==> src/rtl/sample_pkg.sv <==
`default_nettype none
// ============================================================================
// Package : sample_pkg
// Desc    : Shared constants and width helpers for the sample decimator slice.
// Rev     : 1.0 - initial release
// ============================================================================
package sample_pkg;

  // Native sample width of the upstream smoothing filter
  localparam int SAMPLE_W = 8;

  // Accumulator width: one extra bit per doubling of the block length keeps
  // the running sum of a full block from wrapping.
  function automatic int acc_width(input int data_w, input int decim_log2);
    return data_w + decim_log2;
  endfunction

  // Ceiling log2, usable in constant expressions (pointer and level widths)
  function automatic int clog2_ceil(input int value);
    int r;
    r = 0;
    for (int i = 0; i < 31; i++) begin
      if ((1 << i) < value) r = i + 1;
    end
    return r;
  endfunction

endpackage : sample_pkg
`default_nettype wire

==> src/rtl/sample_decimator_if.sv <==
`default_nettype none
// ============================================================================
// Interface : sample_decimator_if
// Desc      : Sample input stream plus the buffered result handshake and
//             status of the decimator.
// Rev       : 1.0 - initial release
// ============================================================================
interface sample_decimator_if
  import sample_pkg::*;
#(
  parameter int DATA_W     = SAMPLE_W,
  parameter int FIFO_DEPTH = 4
);

  localparam int LVL_W = clog2_ceil(FIFO_DEPTH) + 1;

  logic              in_valid;
  logic [DATA_W-1:0] data_in;
  logic              out_valid;
  logic              out_ready;
  logic [DATA_W-1:0] out_data;
  logic [LVL_W-1:0]  fifo_level;
  logic              overflow;

  // Producer of samples / consumer of results
  modport master (
    output in_valid, data_in, out_ready,
    input  out_valid, out_data, fifo_level, overflow
  );

  // The decimator itself
  modport slave (
    input  in_valid, data_in, out_ready,
    output out_valid, out_data, fifo_level, overflow
  );

endinterface : sample_decimator_if
`default_nettype wire

==> src/rtl/sample_fifo.sv <==
`default_nettype none
// ============================================================================
// Module : sample_fifo
// Desc   : Small synchronous FIFO with counter-tracked level. A push into a
//          full FIFO is ignored unless a pop happens on the same edge.
// Rev    : 1.0 - initial release
// ============================================================================
module sample_fifo
  import sample_pkg::*;
#(
  parameter int WIDTH = SAMPLE_W,
  parameter int DEPTH = 4
) (
  input  wire logic                       clk,
  input  wire logic                       rst_n,
  input  wire logic                       clr,
  input  wire logic                       push,
  input  wire logic                       pop,
  input  wire logic [WIDTH-1:0]           din,
  output logic      [WIDTH-1:0]           dout,
  output logic                            full,
  output logic                            empty,
  output logic      [clog2_ceil(DEPTH):0] level
);

  localparam int c_PTR_W = clog2_ceil(DEPTH);
  localparam int c_LVL_W = c_PTR_W + 1;
  localparam logic [c_LVL_W-1:0] c_FULL_LVL = c_LVL_W'(DEPTH);

  logic [WIDTH-1:0]   r_mem [DEPTH];
  logic [c_PTR_W-1:0] r_wr_ptr;
  logic [c_PTR_W-1:0] r_rd_ptr;
  logic [c_LVL_W-1:0] r_level;
  logic               w_do_pop;
  logic               w_do_push;

  assign empty     = (r_level == '0);
  assign full      = (r_level == c_FULL_LVL);
  assign w_do_pop  = pop & ~empty;
  // A simultaneous pop frees the slot the push needs
  assign w_do_push = push & (~full | w_do_pop);
  assign level     = r_level;
  // Head is forced to zero when nothing is stored
  assign dout      = empty ? '0 : r_mem[r_rd_ptr];

  // Pointer and level bookkeeping; pointers wrap naturally (DEPTH is 2**n)
  always_ff @(posedge clk or negedge rst_n) begin
    if (!rst_n) begin
      r_wr_ptr <= '0;
      r_rd_ptr <= '0;
      r_level  <= '0;
    end else if (clr) begin
      r_wr_ptr <= '0;
      r_rd_ptr <= '0;
      r_level  <= '0;
    end else begin
      if (w_do_push) r_wr_ptr <= r_wr_ptr + 1'b1;
      if (w_do_pop)  r_rd_ptr <= r_rd_ptr + 1'b1;
      if (w_do_push && !w_do_pop)      r_level <= r_level + 1'b1;
      else if (w_do_pop && !w_do_push) r_level <= r_level - 1'b1;
    end
  end

  // Storage array; contents are only observable through dout when non-empty
  always_ff @(posedge clk) begin
    if (w_do_push && !clr) r_mem[r_wr_ptr] <= din;
  end

endmodule : sample_fifo
`default_nettype wire

==> src/rtl/sample_decimator.sv <==
`default_nettype none
// ============================================================================
// Module : sample_decimator
// Desc   : Averages each block of 2**DECIM_LOG2 accepted samples into one
//          result and buffers the results for a slower consumer. A sticky
//          flag records any result dropped because the buffer was full.
// Rev    : 1.0 - initial release
// ============================================================================
module sample_decimator
  import sample_pkg::*;
#(
  parameter int DATA_W     = SAMPLE_W,
  parameter int DECIM_LOG2 = 2,
  parameter int FIFO_DEPTH = 4
) (
  input  wire logic         clk,
  input  wire logic         rst_n,
  input  wire logic         clr,
  sample_decimator_if.slave bus
);

  localparam int c_ACC_W = acc_width(DATA_W, DECIM_LOG2);
  localparam int c_CNT_W = (DECIM_LOG2 > 0) ? DECIM_LOG2 : 1;
  localparam int c_LVL_W = clog2_ceil(FIFO_DEPTH) + 1;
  localparam logic [c_CNT_W-1:0] c_CNT_LAST = c_CNT_W'((1 << DECIM_LOG2) - 1);

  logic [c_ACC_W-1:0] r_acc;
  logic [c_CNT_W-1:0] r_cnt;
  logic               r_overflow;
  logic [c_ACC_W-1:0] w_sum;
  logic [DATA_W-1:0]  w_result;
  logic [DATA_W-1:0]  w_fifo_dout;
  logic [c_LVL_W-1:0] w_level;
  logic               w_accept;
  logic               w_last;
  logic               w_push;
  logic               w_pop;
  logic               w_full;
  logic               w_empty;

  // clr wins over both the incoming sample and the consumer's pop
  assign w_accept = bus.in_valid & ~clr;
  assign w_sum    = r_acc + c_ACC_W'(bus.data_in);
  assign w_last   = (r_cnt == c_CNT_LAST);
  // Divide by the block length by dropping the low bits (truncating)
  assign w_result = w_sum[DECIM_LOG2 +: DATA_W];
  assign w_push   = w_accept & w_last;
  assign w_pop    = bus.out_ready & ~w_empty & ~clr;

  // Block accumulator and sample counter
  always_ff @(posedge clk or negedge rst_n) begin
    if (!rst_n) begin
      r_acc <= '0;
      r_cnt <= '0;
    end else if (clr) begin
      r_acc <= '0;
      r_cnt <= '0;
    end else if (bus.in_valid) begin
      if (w_last) begin
        r_acc <= '0;
        r_cnt <= '0;
      end else begin
        r_acc <= w_sum;
        r_cnt <= r_cnt + 1'b1;
      end
    end
  end

  // Sticky overflow: set when a finished result finds no free slot
  always_ff @(posedge clk or negedge rst_n) begin
    if (!rst_n) begin
      r_overflow <= 1'b0;
    end else if (clr) begin
      r_overflow <= 1'b0;
    end else if (w_push && w_full && !w_pop) begin
      r_overflow <= 1'b1;
    end
  end

  sample_fifo #(
    .WIDTH (DATA_W),
    .DEPTH (FIFO_DEPTH)
  ) u_fifo (
    .clk   (clk),
    .rst_n (rst_n),
    .clr   (clr),
    .push  (w_push),
    .pop   (w_pop),
    .din   (w_result),
    .dout  (w_fifo_dout),
    .full  (w_full),
    .empty (w_empty),
    .level (w_level)
  );

  assign bus.out_valid  = ~w_empty;
  assign bus.out_data   = w_fifo_dout;
  assign bus.fifo_level = w_level;
  assign bus.overflow   = r_overflow;

endmodule : sample_decimator
`default_nettype wire

==> src/flat_wrapper.sv <==
// flat-port wrapper written by rule: the top's interface ports become plain ports
module sample_decimator_flat import sample_pkg::*;
#(
  parameter int DATA_W     = SAMPLE_W,
  parameter int DECIM_LOG2 = 2,
  parameter int FIFO_DEPTH = 4
)
  (clk, rst_n, clr, bus_in_valid, bus_data_in, bus_out_ready, bus_out_valid, bus_out_data, bus_fifo_level, bus_overflow);
  sample_decimator_if #(.DATA_W(DATA_W), .FIFO_DEPTH(FIFO_DEPTH)) bus_i ();
  input  wire logic clk;
  input  wire logic rst_n;
  input  wire logic clr;
  input wire logic [$bits(bus_i.in_valid)-1:0] bus_in_valid;
  input wire logic [$bits(bus_i.data_in)-1:0] bus_data_in;
  input wire logic [$bits(bus_i.out_ready)-1:0] bus_out_ready;
  output wire logic [$bits(bus_i.out_valid)-1:0] bus_out_valid;
  output wire logic [$bits(bus_i.out_data)-1:0] bus_out_data;
  output wire logic [$bits(bus_i.fifo_level)-1:0] bus_fifo_level;
  output wire logic [$bits(bus_i.overflow)-1:0] bus_overflow;
  assign bus_i.in_valid = bus_in_valid;
  assign bus_i.data_in = bus_data_in;
  assign bus_i.out_ready = bus_out_ready;
  assign bus_out_valid = bus_i.out_valid;
  assign bus_out_data = bus_i.out_data;
  assign bus_fifo_level = bus_i.fifo_level;
  assign bus_overflow = bus_i.overflow;
  sample_decimator #(.DATA_W(DATA_W), .DECIM_LOG2(DECIM_LOG2), .FIFO_DEPTH(FIFO_DEPTH)) u_core (.clk(clk), .rst_n(rst_n), .clr(clr), .bus(bus_i));
endmodule
==> config.mk <==
export PLATFORM = sky130hd
export DESIGN_NAME = sample_decimator_flat
export DESIGN_NICKNAME = d
export VERILOG_FILES = /design/src/rtl/sample_pkg.sv /design/src/rtl/sample_decimator_if.sv /design/src/rtl/sample_fifo.sv /design/src/rtl/sample_decimator.sv /design/src/flat_wrapper.sv
export SDC_FILE = /design/constraint.sdc
export NUM_CORES = 1
export LEC_CHECK = 0
export BUFFER_PORTS_ARGS = -buffer_cell sky130_fd_sc_hd__buf_2
export CAP_MARGIN = 20
export CORE_ASPECT_RATIO = 0.8
export CORE_MARGIN = 8
export CORE_UTILIZATION = 30
export CTS_CLUSTER_SIZE = 20
export DETAILED_ROUTE_END_ITERATION = 16
export RECOVER_POWER = 100
export SETUP_SLACK_MARGIN = 0.02
export SLEW_MARGIN = 20
export SYNTH_ARGS = -nofsm -noshare
export SYNTH_HDL_FRONTEND = slang
export SYNTH_HIERARCHICAL = 1
export SYNTH_SLANG_ARGS = --single-unit
==> constraint.sdc <==
create_clock -name clk -period 3.95 [get_ports clk]
set_input_delay 0.395 -clock clk [delete_from_list [all_inputs] [get_ports clk]]
set_output_delay 0.395 -clock clk [all_outputs]
set_load 0.005 [all_outputs]
### Word-level counts from Yosys, hierarchy flattened

Memories as Yosys holds them, arrays and structs flattened.
Cells that the tools add are included.

| word-level totals | value |
|---|---|
| bits in registers | 20 |
| memory bits (writable) | 32 |
| input port bits | 13 |
| output and inout port bits | 13 |
| word-level logic and storage cells | 58 |
| memories | 1 |

Memory list:

| memory | words | bits a word | read ports | clocked after memory_dff | write ports | line | source |
|---|---|---|---|---|---|---|---|
| u_core.u_fifo.r_mem | 4 | 8 | 1 | 0 | 1 | sample_fifo.sv:30 | `logic [WIDTH-1:0] r_mem [DEPTH];` |

| cells by class | value |
|---|---|
| add/subtract/negate cells | 6 |
| equality and inequality tests | 2 |
| multiplexer cells | 18 |
| bitwise operators | 10 |
| reductions and logical operators | 15 |

Operators with widths:

| kind | count |
|---|---|
| two-way mux 10 bit | 3 |
| two-way mux 2 bit | 7 |
| adder 10 x 8 -> 10 bit | 1 |
| two-way mux 3 bit | 3 |
| two-way mux 8 bit | 1 |
| nonzero test 2 bit | 4 |
| adder 2 x 1 -> 2 bit (second input constant) | 3 |
| AND 1 bit | 6 |
| logical AND 1 bit | 5 |
| zero test 1 bit | 4 |
| two-way mux 1 bit | 4 |
| adder 3 x 1 -> 3 bit (second input constant) | 1 |
| == test 3 bit (second input constant) | 1 |
| zero test 3 bit | 1 |
| NOT 1 bit | 3 |
| nonzero test 3 bit | 1 |
| subtractor 3 x 1 -> 3 bit (second input constant) | 1 |
| == test 2 bit (second input constant) | 1 |
| OR 1 bit | 1 |

### Depth between registers and ports, before layout

Gate-level depths: netlist of run 1.

| depth | value |
|---|---|
| word-level depth | 12 |
| depth in mapped cells | 12 |
| depth with buffers taken out | 10 |

### Cells and area by module

Netlist of run 1, hierarchy kept.

Modules (own cells, without submodules):

| module | instances | cells an instance | area each (um^2) | sequential area each (um^2) |
|---|---|---|---|---|
| sample_fifo | 1 | 113 | 1786.7 | 1136.1 |
| sample_decimator | 1 | 117 | 1043.5 | 325.3 |

### Worst setup path before layout of run 1

No wires, ideal clock.

| timing path | value |
|---|---|
| path kind | reg2reg |
| start point | register u_core.u_fifo.r_level[0] (netlist: u_core/u_fifo/level[0]) |
| end point | register u_core.u_fifo.r_level[2] (netlist: u_core/u_fifo/level[2]) |
| setup time | 0.082 ns |
| data arrival time | 2.415 ns |
| data required time | 3.868 ns |
| slack | 1.453 ns |
| stages on the path, launching flop included | 13 |
| path buffers | 2 |
| period minus slack after synthesis | 2.497 ns |
| path through | dfrtp_1 > buf_2 > nor3_1 > inv_1 > nand2_1 > nor2_1 > buf_2 > o21ai_0 > and3_1 > fa_1 > nand2b_1 > or3_1 > a31oi_1 |

| on the way | value |
|---|---|
| word-level cells in the longest chain between the ends | 10 |
| elaborated cells between the ends (all ways) | 19 |
| those cells by class | add/sub (2); eq/ne (1); mux (3); bitwise (7); reduce/logical (6) |

RTL lines:

| element | line | source |
|---|---|---|
| start, declared | sample_fifo.sv:33 | `logic [c_LVL_W-1:0] r_level;` |
| start signal, assigned | sample_fifo.sv:59 | `if (w_do_push && !w_do_pop) r_level <= r_level + 1'b1;` |
| start signal, assigned | sample_fifo.sv:60 | `else if (w_do_pop && !w_do_push) r_level <= r_level - 1'b1;` |
| zero test 3 bit * | sample_fifo.sv:37 | `assign empty = (r_level == '0);` |
| via u_core.w_empty | sample_decimator.sv:39 | `logic w_empty;` |
| NOT 1 bit * | - |  |
| via bus_out_valid | flat_wrapper.sv:16 | `output wire logic [$bits(bus_i.out_valid)-1:0] bus_out_valid;` |
| AND 1 bit * (2 in a row) | sample_decimator.sv:48 | `assign w_pop = bus.out_ready & ~w_empty & ~clr;` |
| via u_core.w_pop | sample_decimator.sv:37 | `logic w_pop;` |
| AND 1 bit * | sample_fifo.sv:39 | `assign w_do_pop = pop & ~empty;` |
| OR 1 bit | sample_fifo.sv:41 | `assign w_do_push = push & (~full \| w_do_pop);` |
| AND 1 bit | sample_fifo.sv:41 |  |
| logical AND 1 bit or zero test 1 bit (tied branches) | sample_fifo.sv:59, sample_fifo.sv:60 |  |
| two-way mux 3 bit or logical AND 1 bit (tied branches) | sample_fifo.sv:59, sample_fifo.sv:60 |  |
| two-way mux 3 bit or nonzero test 3 bit (tied branches) | - |  |

Mark *: on every way through the listed nets, which the timed path passes. The rest lies on a longest branch. The select of a mux whose other input is x is not followed.
A chain may end at the register's enable or synchronous reset.

### Final worst setup path of run 1

| timing path | value |
|---|---|
| start point | register u_core.u_fifo.r_level[2] (netlist: u_core/u_fifo/level[2]) |
| end point | register u_core.u_fifo.r_level[2] (netlist: u_core/u_fifo/level[2]) |

| on the way | value |
|---|---|
| word-level cells in the longest chain between the ends | 10 |
| elaborated cells between the ends (all ways) | 19 |
| those cells by class | add/sub (2); eq/ne (1); mux (3); bitwise (7); reduce/logical (6) |

RTL lines:

| element | line |
|---|---|
| zero test 3 bit * | sample_fifo.sv:37 |
| via u_core.w_empty | sample_decimator.sv:39 |
| NOT 1 bit * | sample_decimator.sv:48 |
| AND 1 bit * (2 in a row) | sample_decimator.sv:48 |
| via u_core.w_pop | sample_decimator.sv:37 |
| AND 1 bit * | sample_fifo.sv:39 |
| OR 1 bit | sample_fifo.sv:41 |
| AND 1 bit | sample_fifo.sv:41 |
| logical AND 1 bit or zero test 1 bit (tied branches) | sample_fifo.sv:59, sample_fifo.sv:60 |
| two-way mux 3 bit or logical AND 1 bit (tied branches) | sample_fifo.sv:59, sample_fifo.sv:60 |
| two-way mux 3 bit or nonzero test 3 bit (tied branches) | - |

Marked as above.

==> results of run 1 <==
[final timing paths]
kind | startpoint | cells past startpoint | slack (ns) | endpoint
max in group asynchronous | rst_n | 1 | 2.91 | u_core/u_fifo/level[0]$_DFFE_PN0P_
worst max register to register | u_core/u_fifo/level[2]$_DFFE_PN0P_ | 11 | 1.00 | u_core/u_fifo/level[2]$_DFFE_PN0P_
worst min-delay path | rst_n | 1 | 0.32 | u_core/r_acc[4]$_DFFE_PN0P_
min in group clk | u_core/r_acc[6]$_DFFE_PN0P_ | 2 | 0.49 | u_core/r_acc[6]$_DFFE_PN0P_
worst max-delay path | u_core/u_fifo/level[2]$_DFFE_PN0P_ | 11 | 1.00 | u_core/u_fifo/level[2]$_DFFE_PN0P_
worst min register to register | u_core/r_acc[6]$_DFFE_PN0P_ | 2 | 0.49 | u_core/r_acc[6]$_DFFE_PN0P_
[registers in the layout, indices dropped and copies added, names as in the netlist]
register and count:
u_core/u_fifo/r_mem 32, u_core/u_fifo/r_wr_ptr 2, u_core/r_cnt 2, u_core/r_acc 10, u_core/bus.overflow 1, u_core/u_fifo/r_rd_ptr 2
u_core/u_fifo/level 3
[report_power, final]
part	internal (mW)	switching, mW	total, mW
Clock	0.245	0.215	0.460
Combinational	0.0603	0.105	0.165
Sequential	0.612	0.00783	0.620
Total	0.917	0.328	1.24
[cells by family (layout without fill, tap and decap cells)]
family          after synthesis  count (layout)
compound gates               42              42
xor+xnor                      8               8
fa+ha+maj                    15              15
buf+inv                      22              49
flops                        52              52
mux                          16              16
simple gates                 75              75
[metal layers]
metal	routed length [um]	vias up	part of all wire, %
met5	0	-	0
li1	-	898	-
met2	2620	24	46
met1	2920	895	51
met3	186	2	3.2
met4	22	0	0.38
[through the flow]
step	instances	instance area, sq um	util, %	hold WS, ns
after floorplan	230	2830	-	0.0994
after global placement	364	3080	33.8	0.399
after detailed placement	364	3080	33.8	0.397
after CTS	372	3240	35.5	0.0733
after global routing	372	3170	34.8	0.457
final	372	3170	34.8	0.320
[worst register-to-register path: stages, from the launching register on]
cell,delay [ns]
dfrtp_1,0.51
nor3_1,0.08
clkbuf_1,0.23
inv_1,0.13
nand2_1,0.07
nor2_1,0.45
o21ai_0,0.23
and3_1,0.24
fa_1,0.41
nor4b_1,0.27
a31oi_1,0.07
a31oi_1,0.18
[synth_stat cells (2+ instances only)]
cell type  count
a211oi_1       2
a21o_1         3
a21oi_1        7
a31oi_1        5
a32o_1         2
and2b_1        2
and3_1         2
buf_2          4
clkbuf_1       6
dfrtp_1       20
edfxtp_1      32
fa_1           2
ha_1          13
inv_1         11
mux2_2         2
mux2i_1        5
mux4_2         8
nand2_1        5
nand2b_1       7
nor2_1        28
nor2b_1       13
nor3_1         4
nor3b_1        5
nor4b_1        2
o21a_1         4
o21ai_0        4
o31ai_1        3
xnor2_1        3
xor2_1         5
[cell type report]
type,count,share of cell area (%)
timing repair buffer,30,4.02
inverter,11,1.30
clock buffer,5,3.94
sequential,52,46.0
multi-input combinational,156,39.3
clock inverter,3,0.907
tap,115,4.53
==> impl_metrics.yaml, run 1 <==
yosys:
  netlist.area_leader.share_pct: 34.0
  synth_top_family_by_area: "simple AND/OR/NAND/NOR gates"
  yosys_most_used_dff: "edfxtp_1"
  synth.area.mux_share_pct: 9.46
  synthesis.instances: 230
  post_synth_instance_area_sq_um: 2830
  post_synth_num_cell_types: 50
  synth_compound_area_share_pct: 11.7
  synth.yosys.warnings: 6
  synthesis.area_per_instance_sq_um: 12.3
  synth-edff-count: 32
  post_synth_fa_ha_maj_area_fraction_pct: 7.16
  number_of_nets_in_the_synthesized_netlist: 258
  synth-async-reset-ratio_pct: 38.5
  ys_seq_elements: 52
  seq_area_frac_synth_pct: 51.6
  xor_and_xnor_area_share_after_synthesis_pct: 2.48
  post_synth_main_area_contributors: "edfxtp_1 34%, dfrtp_1 18%, mux4_2 6.4%, ha_1 5.7%, nor2_1 3.7%"
  post-synth-top-area-cell: "edfxtp_1"
  post_synth_and_or_nand_nor_area_fraction_pct: 14.2
clock_tree:
  cts_tree: "done"
  postCtsResizedCells: 0
  htree_levels: 2
  cts_root_buffer: "clkbuf_16"
  cts.hold.buffers_added: 0
  cts.sink_count: 52
  number_of_clock_buffers_inserted_by_tritoncts: 5
  cts.clk_slew.worst_paths_ns: 0.08
  cts_post_setup_buffers_inserted: 0
  clk_path_buf_depth: 2
  clk-insertion-delay-late_ns: 0.29
setup_path:
  max_stage_delay_ns: 0.51
  endpoint_kind: "flip-flop"
  required_ns: 4.16
  worst_setup_path_start_kind: "flip-flop"
  critPathKind: "reg -> reg"
  timing.critical_path.slowest_stage_cell: "dfrtp_1"
  worst-path-max-fanout: 10
  cp_cell_sequence: "nor3_1 > clkbuf_1 > inv_1 > nand2_1 > nor2_1 > o21ai_0 > and3_1 > fa_1 > nor4b_1 > a31oi_1 > a31oi_1"
  cell_class_contributing_the_biggest_share_of_worst_path_delay: "simple AND/OR/NAND/NOR gates"
  crit_arrival_ns: 3.16
  cp.buffers_inverters: 2
  critical-path-top-cell-by-count: "a31oi_1"
drt:
  drc: 0
  routed_wire_length_per_instance_um: 15.5
  route.final.wire_length_um: 5750
  drt_first_iter_violations: 136
  detailedRoute.firstPassIterationCount: 4
  post_drt_via_cell_ratio: 4.89
  antenna_left: 0
  route.vias.total: 1819
sta:
  final_layout_setup_total_negative_slack_ns: 0
  max_slew.worst_pin.slew_ns: 1.19
  max-slew-margin-rel_pct: 20.5
  fin_crit_sh_pct: 74.6
  setup_ws_ns: 1.00
  grt_setup_unrepaired: "no"
  setup-violations-final: 0
  finalHoldViolations: 0
  max_clock_freq_ghz: 0.340
  finalWorstPathRequiredPeriod_ns: 2.95
  final.setup_skew_ns: 0.00996
  final_max_slew_viol_count: 0
pwr:
  p_total_mw: 1.24
  ir_drop_mv: 0.175
  power_density_nw_per_um2: 392
  cellLeakagePower_nw: 1.22
placement:
  dpl_wire_length_um: 4080
  buffer_ports.inserted: 25
  post-place-ws_ns: 1.18
  finalWeightedCongestion: 0.763
floorplanning:
  design.die.area_sq_um: 12800
  fp.dieH_um: 103
  coreArea_sq_um: 9110
  effective_utilization_at_floorplan_pct: 31.1
  std_cell_rows: 31
  floorplan.io_pins: 26
  floorplan.die.width_um: 125
cells_and_area:
  area_delta_synth_final_pct: 12.2
  finish.net_count: 284
  multiInputGateArea_sq_um: 1250
  most-common-layout-cells: "32 x edfxtp_1, 28 x nor2_1, 20 x dfrtp_1"
  fill_cells: 885
  antenna_cells_inserted: 0
  drive_gt1_share_pct: 13.2
  register_area_sq_um: 1460
  final_common_cell: "edfxtp_1"
global_route:
  pin_count_of_the_biggest_net_entering_global_routing: 33
  globalRouteTotalUtil_pct: 9.23
  grt_use_met1_pct: 12.0
  first_global_vias: 1881
  grt_pass1_wl_um: 9530
  aggregate_global_routing_overflow: 0
  antenna_found_initial: 0
  grt_use_met3_pct: 1.95
  grt-busiest-layer: "met2"
  grtUsageMet2_pct: 15.2
run_status:
  outcome: "finished clean"
flow_run:
  max_capacitance_violation_total: 0
min_path:
  worstHoldPathType: "in -> async"
Note: power is estimated with default switching activity, not from simulation.
==> run 2: changes to the inputs <==
clock period = 3 ns   (was 3.95 ns; I/O delays follow)
==> run 2 against run 1 <==
Register-to-register slack got worse by 0.52 ns. Die area did not move. Combinational power is 35% higher. Design area increased by 0.55%. Non-clock buffer count rose by 2. Clock skew is 0.0018 ns higher. Largest power group unchanged.
==> impl_metrics.yaml, run 2 (same netlist as run 1, synthesis figures left out) <==
floorplanning:
  effective_utilization_at_floorplan_pct: 31.1
  std_cell_rows: 31
  fp.dieH_um: 103
  coreArea_sq_um: 9110
  floorplan.die.width_um: 125
  floorplan.io_pins: 26
  design.die.area_sq_um: 12800
sta:
  max-slew-margin-rel_pct: 21.7
  grt_setup_unrepaired: "no"
  finalWorstPathRequiredPeriod_ns: 2.52
  final_layout_setup_total_negative_slack_ns: 0
  final_max_slew_viol_count: 0
  fin_crit_sh_pct: 84.0
  max_clock_freq_ghz: 0.397
  setup-violations-final: 0
  max_slew.worst_pin.slew_ns: 1.17
  final.setup_skew_ns: 0.0118
  finalHoldViolations: 0
clock_tree:
  number_of_clock_buffers_inserted_by_tritoncts: 5
  cts.sink_count: 52
  cts_root_buffer: "clkbuf_16"
  cts.clk_slew.worst_paths_ns: 0.07
  clk_path_buf_depth: 2
  htree_levels: 2
  cts_tree: "done"
  clk-insertion-delay-late_ns: 0.29
setup_path:
  worst_setup_path_start_kind: "flip-flop"
  critPathKind: "reg -> reg"
  rr_endpoint: "u_core/u_fifo/r_mem[0][7]$_DFFE_PP_"
  r2r-start: "u_core/u_fifo/level[2]$_DFFE_PN0P_"
  rr_worst_depth: 9
  endpoint_kind: "flip-flop"
  required_ns: 2.98
  crit_arrival_ns: 2.50
  worst-path-max-fanout: 10
  ff2ff_setup_slack_ns: 0.48
pwr:
  ir_drop_mv: 0.240
  cellLeakagePower_nw: 1.24
  p_total_mw: 1.61
  power_density_nw_per_um2: 505
cells_and_area:
  final_common_cell: "edfxtp_1"
  max_flop_register: "u_core/u_fifo/r_mem"
  largest_register_ff_count: 32
  fill_cells: 900
  most-common-layout-cells: "32 x edfxtp_1, 28 x nor2_1, 20 x dfrtp_1"
  area_delta_synth_final_pct: 12.8
  drive_gt1_share_pct: 15.1
  antenna_cells_inserted: 0
  finish.net_count: 286
global_route:
  globalRouteTotalUtil_pct: 9.23
  aggregate_global_routing_overflow: 0
  grt_pass1_wl_um: 9450
  antenna_found_initial: 0
  pin_count_of_the_biggest_net_entering_global_routing: 33
  first_global_vias: 1823
placement:
  dpl_wire_length_um: 4160
  buffer_ports.inserted: 25
  finalWeightedCongestion: 0.789
run_status:
  outcome: "finished clean"
drt:
  post_drt_via_cell_ratio: 4.90
  antenna_left: 0
  route.vias.total: 1832
  drt_first_iter_violations: 170
  routed_wire_length_per_instance_um: 15.3
  drc: 0
  detailedRoute.firstPassIterationCount: 4
  route.final.wire_length_um: 5710
min_path:
  sink_of_the_worst_hold_path: "u_core/bus.overflow$_DFFE_PN0P_"
  worst_hold_start: "bus_out_ready"
  hold-path-cell-count: 4
  worstHoldPathType: "in -> reg"
flow_run:
  max_capacitance_violation_total: 0
run 2: changes by cell type in the layout (fill, tap and decap cells not counted), sizes merged:
cell         before  now
clkinvlp          0    1
buf              12   14
clkinv            0    1
dlygate4sd3       0    1
inv              14   12
clkbuf           23   22
run 2: metrics by stage:
step / cell area [sq um] / hold slack (ns) / utilization (%) / setup WS, ns / instances
final: 3190 / 0.400 / 35.0 / 0.481 / 374
after global routing: 3190 / 0.424 / 35.0 / 0.162 / 374
after CTS: 3250 / 0.390 / 35.6 / 0.570 / 374
after detailed placement: 3090 / 0.297 / 33.9 / 0.586 / 365
after global placement: 3090 / 0.303 / 33.9 / 0.644 / 365
after floorplan: 2830 / 0.00441 / - / 0.503 / 230
run 2: final cells by class:
class | count | area [sq um] | area share, %
Clock buffer | 5 | 125 | 3.92
Tap cell | 115 | 144 | 4.51
Sequential cell | 52 | 1460 | 45.8
Inverter | 11 | 41.3 | 1.29
Multi-Input combinational cell | 156 | 1250 | 39.0
Timing Repair Buffer | 32 | 153 | 4.78
Clock inverter | 3 | 21.3 | 0.666
run 2: worst max-delay path by stage:
stage	slack, ns	from	endpoint	cells after the start
2_1_floorplan	0.50	u_core/u_fifo/level[0]$_DFFE_PN0P_	u_core/u_fifo/level[2]$_DFFE_PN0P_	12
3_3_place_gp	0.64	u_core/u_fifo/level[0]$_DFFE_PN0P_	u_core/u_fifo/level[2]$_DFFE_PN0P_	11
3_5_place_dp	0.59	bus_data_in[0]	u_core/u_fifo/r_mem[2][6]$_DFFE_PP_	8
4_1_cts	0.57	u_core/r_cnt[0]$_DFFE_PN0P_	u_core/u_fifo/r_mem[0][7]$_DFFE_PP_	6
5_1_grt	0.16	u_core/u_fifo/level[0]$_DFFE_PN0P_	u_core/u_fifo/r_mem[0][7]$_DFFE_PP_	9
6_report	0.48	u_core/u_fifo/level[2]$_DFFE_PN0P_	u_core/u_fifo/r_mem[0][7]$_DFFE_PP_	9
run 2: where the power goes:
| group | total [mW] | leakage (nW) | switching, mW | internal, mW |
|---|---|---|---|---|
| Sequential | 0.817 | 0.555 | 0.0107 | 0.807 |
| Clock | 0.571 | 0.0702 | 0.260 | 0.311 |
| Combinational | 0.222 | 0.610 | 0.142 | 0.0805 |
run 2: repair_timing:
| action | 4_1_cts | 5_1_grt |
|---|---|---|
| endpoints found under the setup margin | 0 | 0 |
| gates resized for setup | 0 | 0 |
| hold buffers | 1 | 0 |
| endpoints found under the hold margin | 20 | 0 |
| setup buffers | 0 | 0 |
run 2: critical path, stage by stage, from the launching register on:
cell and delay [ns]:
dfrtp_1 0.51, nor3_1 0.08, buf_4 0.18, inv_1 0.08, nand2_1 0.07, nor2_1 0.12
clkbuf_1 0.33, o21ai_0 0.26, nor3b_1 0.28, clkbuf_2 0.28
run 2: metal layers:
layer | up-vias | routed length, um | GRT usage, %
met5 | - | 0 | 0
met4 | 0 | 57 | 2.49
li1 | 903 | - | -
met3 | 5 | 357 | 3.08
met2 | 39 | 2450 | 14.3
met1 | 885 | 2840 | 12.1
==> run 3: changes to the inputs <==
clock period = 2.1 ns   (was 3 ns; I/O delays follow)
==> run 3 against run 2 <==
Core utilization up 3.7 points. First-iteration DRC count shrank 25%. Global-route usage grew 0.67 points. Clock skew is 0.0045 ns lower. Critical path depth shrank 2. Highest routed layer unchanged.
==> impl_metrics.yaml, run 3 (same netlist as run 1, synthesis figures left out) <==
run_status:
  outcome: "finished clean"
pwr:
  power_density_nw_per_um2: 666
  power_switching_mw: 0.611
  power_frac_seq_pct: 49.7
  comb_power_share_pct: 15.7
  power.clock.fraction_pct: 34.6
  swShare_pct: 26.0
  ir_drop_mv: 0.381
  p_int_mw: 1.74
  p_total_mw: 2.35
  cellLeakagePower_nw: 1.44
cells_and_area:
  largest_register_ff_count: 32
  post_layout_nonfiller_instances: 392
  drive_gt1_share_pct: 33.2
  antenna_cells_inserted: 0
  area_delta_synth_final_pct: 24.6
  final_core_util_pct: 38.7
  final_common_cell: "edfxtp_1"
  finish.net_count: 304
  max_flop_register: "u_core/u_fifo/r_mem"
  most-common-layout-cells: "32 x edfxtp_1, 25 x nor2_1, 23 x buf_2"
setup_path:
  worst_setup_path_start_kind: "flip-flop"
  cp_cell_sequence: "buf_4 > or3b_4 > and3_4 > fa_2 > nand2b_4 > mux2i_1 > a31oi_1"
  required_ns: 2.27
  max_stage_delay_ns: 0.43
  endpoint_kind: "flip-flop"
  crit_arrival_ns: 2.25
  worst-path-max-fanout: 3
  critPathKind: "reg -> reg"
  timing.critical_path.slowest_stage_cell: "dfrtp_2"
placement:
  dp_cells: 377
  post-place-ws_ns: -0.0771
  buffer_ports.inserted: 25
  finalWeightedCongestion: 0.765
  dpl_wire_length_um: 4480
drt:
  detailedRoute.firstPassIterationCount: 4
  antenna_left: 0
  drc: 0
  post_drt_via_cell_ratio: 4.97
  route.final.wire_length_um: 6280
  routed_wire_length_per_instance_um: 16.0
  route.vias.total: 1950
  drt_first_iter_violations: 128
clock_tree:
  cts_root_buffer: "clkbuf_16"
  cts.sink_count: 52
  htree_levels: 2
  clk_path_buf_depth: 2
  cts.clk_slew.worst_paths_ns: 0.07
  clk-insertion-delay-late_ns: 0.29
  number_of_clock_buffers_inserted_by_tritoncts: 5
  cts_tree: "done"
sta:
  max_clock_freq_ghz: 0.481
  final.setup_skew_ns: 0.00724
  fin_crit_sh_pct: 99.1
  finalHoldViolations: 0
  final_max_slew_viol_count: 0
  setup_ws_ns: 0.0189
  max-slew-margin-rel_pct: 15.1
  grt_setup_unrepaired: "yes"
  max_slew.worst_pin.slew_ns: 1.27
  finalWorstPathRequiredPeriod_ns: 2.08
  setup-violations-final: 0
floorplanning:
  fp.dieH_um: 103
  coreArea_sq_um: 9110
  design.die.area_sq_um: 12800
  std_cell_rows: 31
  effective_utilization_at_floorplan_pct: 31.1
  floorplan.io_pins: 26
  floorplan.die.width_um: 125
global_route:
  first_global_vias: 2024
  antenna_found_initial: 0
  pin_count_of_the_biggest_net_entering_global_routing: 21
  aggregate_global_routing_overflow: 0
  grt_pass1_wl_um: 10200
  globalRouteTotalUtil_pct: 9.91
min_path:
  worstHoldPathType: "in -> reg"
flow_run:
  max_capacitance_violation_total: 0
-- run 3: repair_timing --
action | CTS | global route
setup buffers | 2 | 4
endpoints found under the setup margin | 13 | 51
hold endpoints to repair | 20 | 0
hold buffers | 1 | 0
resized for setup | 5 | 19
pin swaps | 2 | 4
-- run 3: per-layer routing --
metal | part of all wire (%) | routed length [um] | vias to the layer above | GRT usage [%]
li1 | - | - | 942 | -
met1 | 48 | 3000 | 956 | 12.8
met2 | 47 | 2980 | 45 | 16.5
met3 | 4.0 | 250 | 7 | 2.36
met4 | 0.70 | 44 | 0 | 2.22
met5 | 0 | 0 | - | 0
-- run 3: cell type report --
class	count	area, sq um
inverters	11	41.3
clock buffers	6	129
flip-flops and latches	52	1460
multi-input cells	156	1410
repair buffers	50	324
fillers	873	5590
clock inverters	2	16.3
well taps	115	144
-- run 3: worst paths after layout --
kind	start	endpoint	slack (ns)	cells past startpoint
worst min register to register	u_core/r_acc[6]$_DFFE_PN0P_	u_core/r_acc[6]$_DFFE_PN0P_	0.49	2
min in group asynchronous	rst_n	u_core/r_acc[4]$_DFFE_PN0P_	0.71	2
worst max register to register	u_core/u_fifo/level[1]$_DFFE_PN0P_	u_core/u_fifo/level[2]$_DFFE_PN0P_	0.02	7
max in group asynchronous	rst_n	u_core/u_fifo/level[1]$_DFFE_PN0P_	0.53	2
worst max-delay path	u_core/u_fifo/level[1]$_DFFE_PN0P_	u_core/u_fifo/level[2]$_DFFE_PN0P_	0.02	7
worst min-delay path	bus_data_in[0]	u_core/r_acc[0]$_DFFE_PN0P_	0.30	4
-- run 3: worst max-delay path, delay by kind of cell (launching register included) --
kind                       cells  cell delay, ns
and+or+nand+nor                3            0.74
DFF                            1            0.43
adders and majority gates      1            0.38
muxes                          1            0.16
buffers and inverters          1            0.14
AOI/OAI and AO/OA              1            0.11
-- run 3: per-stage QoR --
step	cell area (sq um)	hold WS, ns	TNS (ns)
floorplan	2870	-0.0856	-1.78
global placement	3210	0.222	-0.214
detailed placement	3210	0.221	-0.355
CTS	3410	0.294	0
global route	3530	0.361	-0.174
finish	3530	0.296	0
-- run 3: power by group through the flow --
stage          logic [mW]  registers, mW  clock network, mW
6_report            0.367           1.17              0.812
5_1_grt             0.411           1.17              0.876
4_1_cts             0.347           1.17              0.835
3_5_place_dp        0.334           1.19                  0
3_3_place_gp        0.325           1.19                  0
2_1_floorplan       0.234           1.18                  0
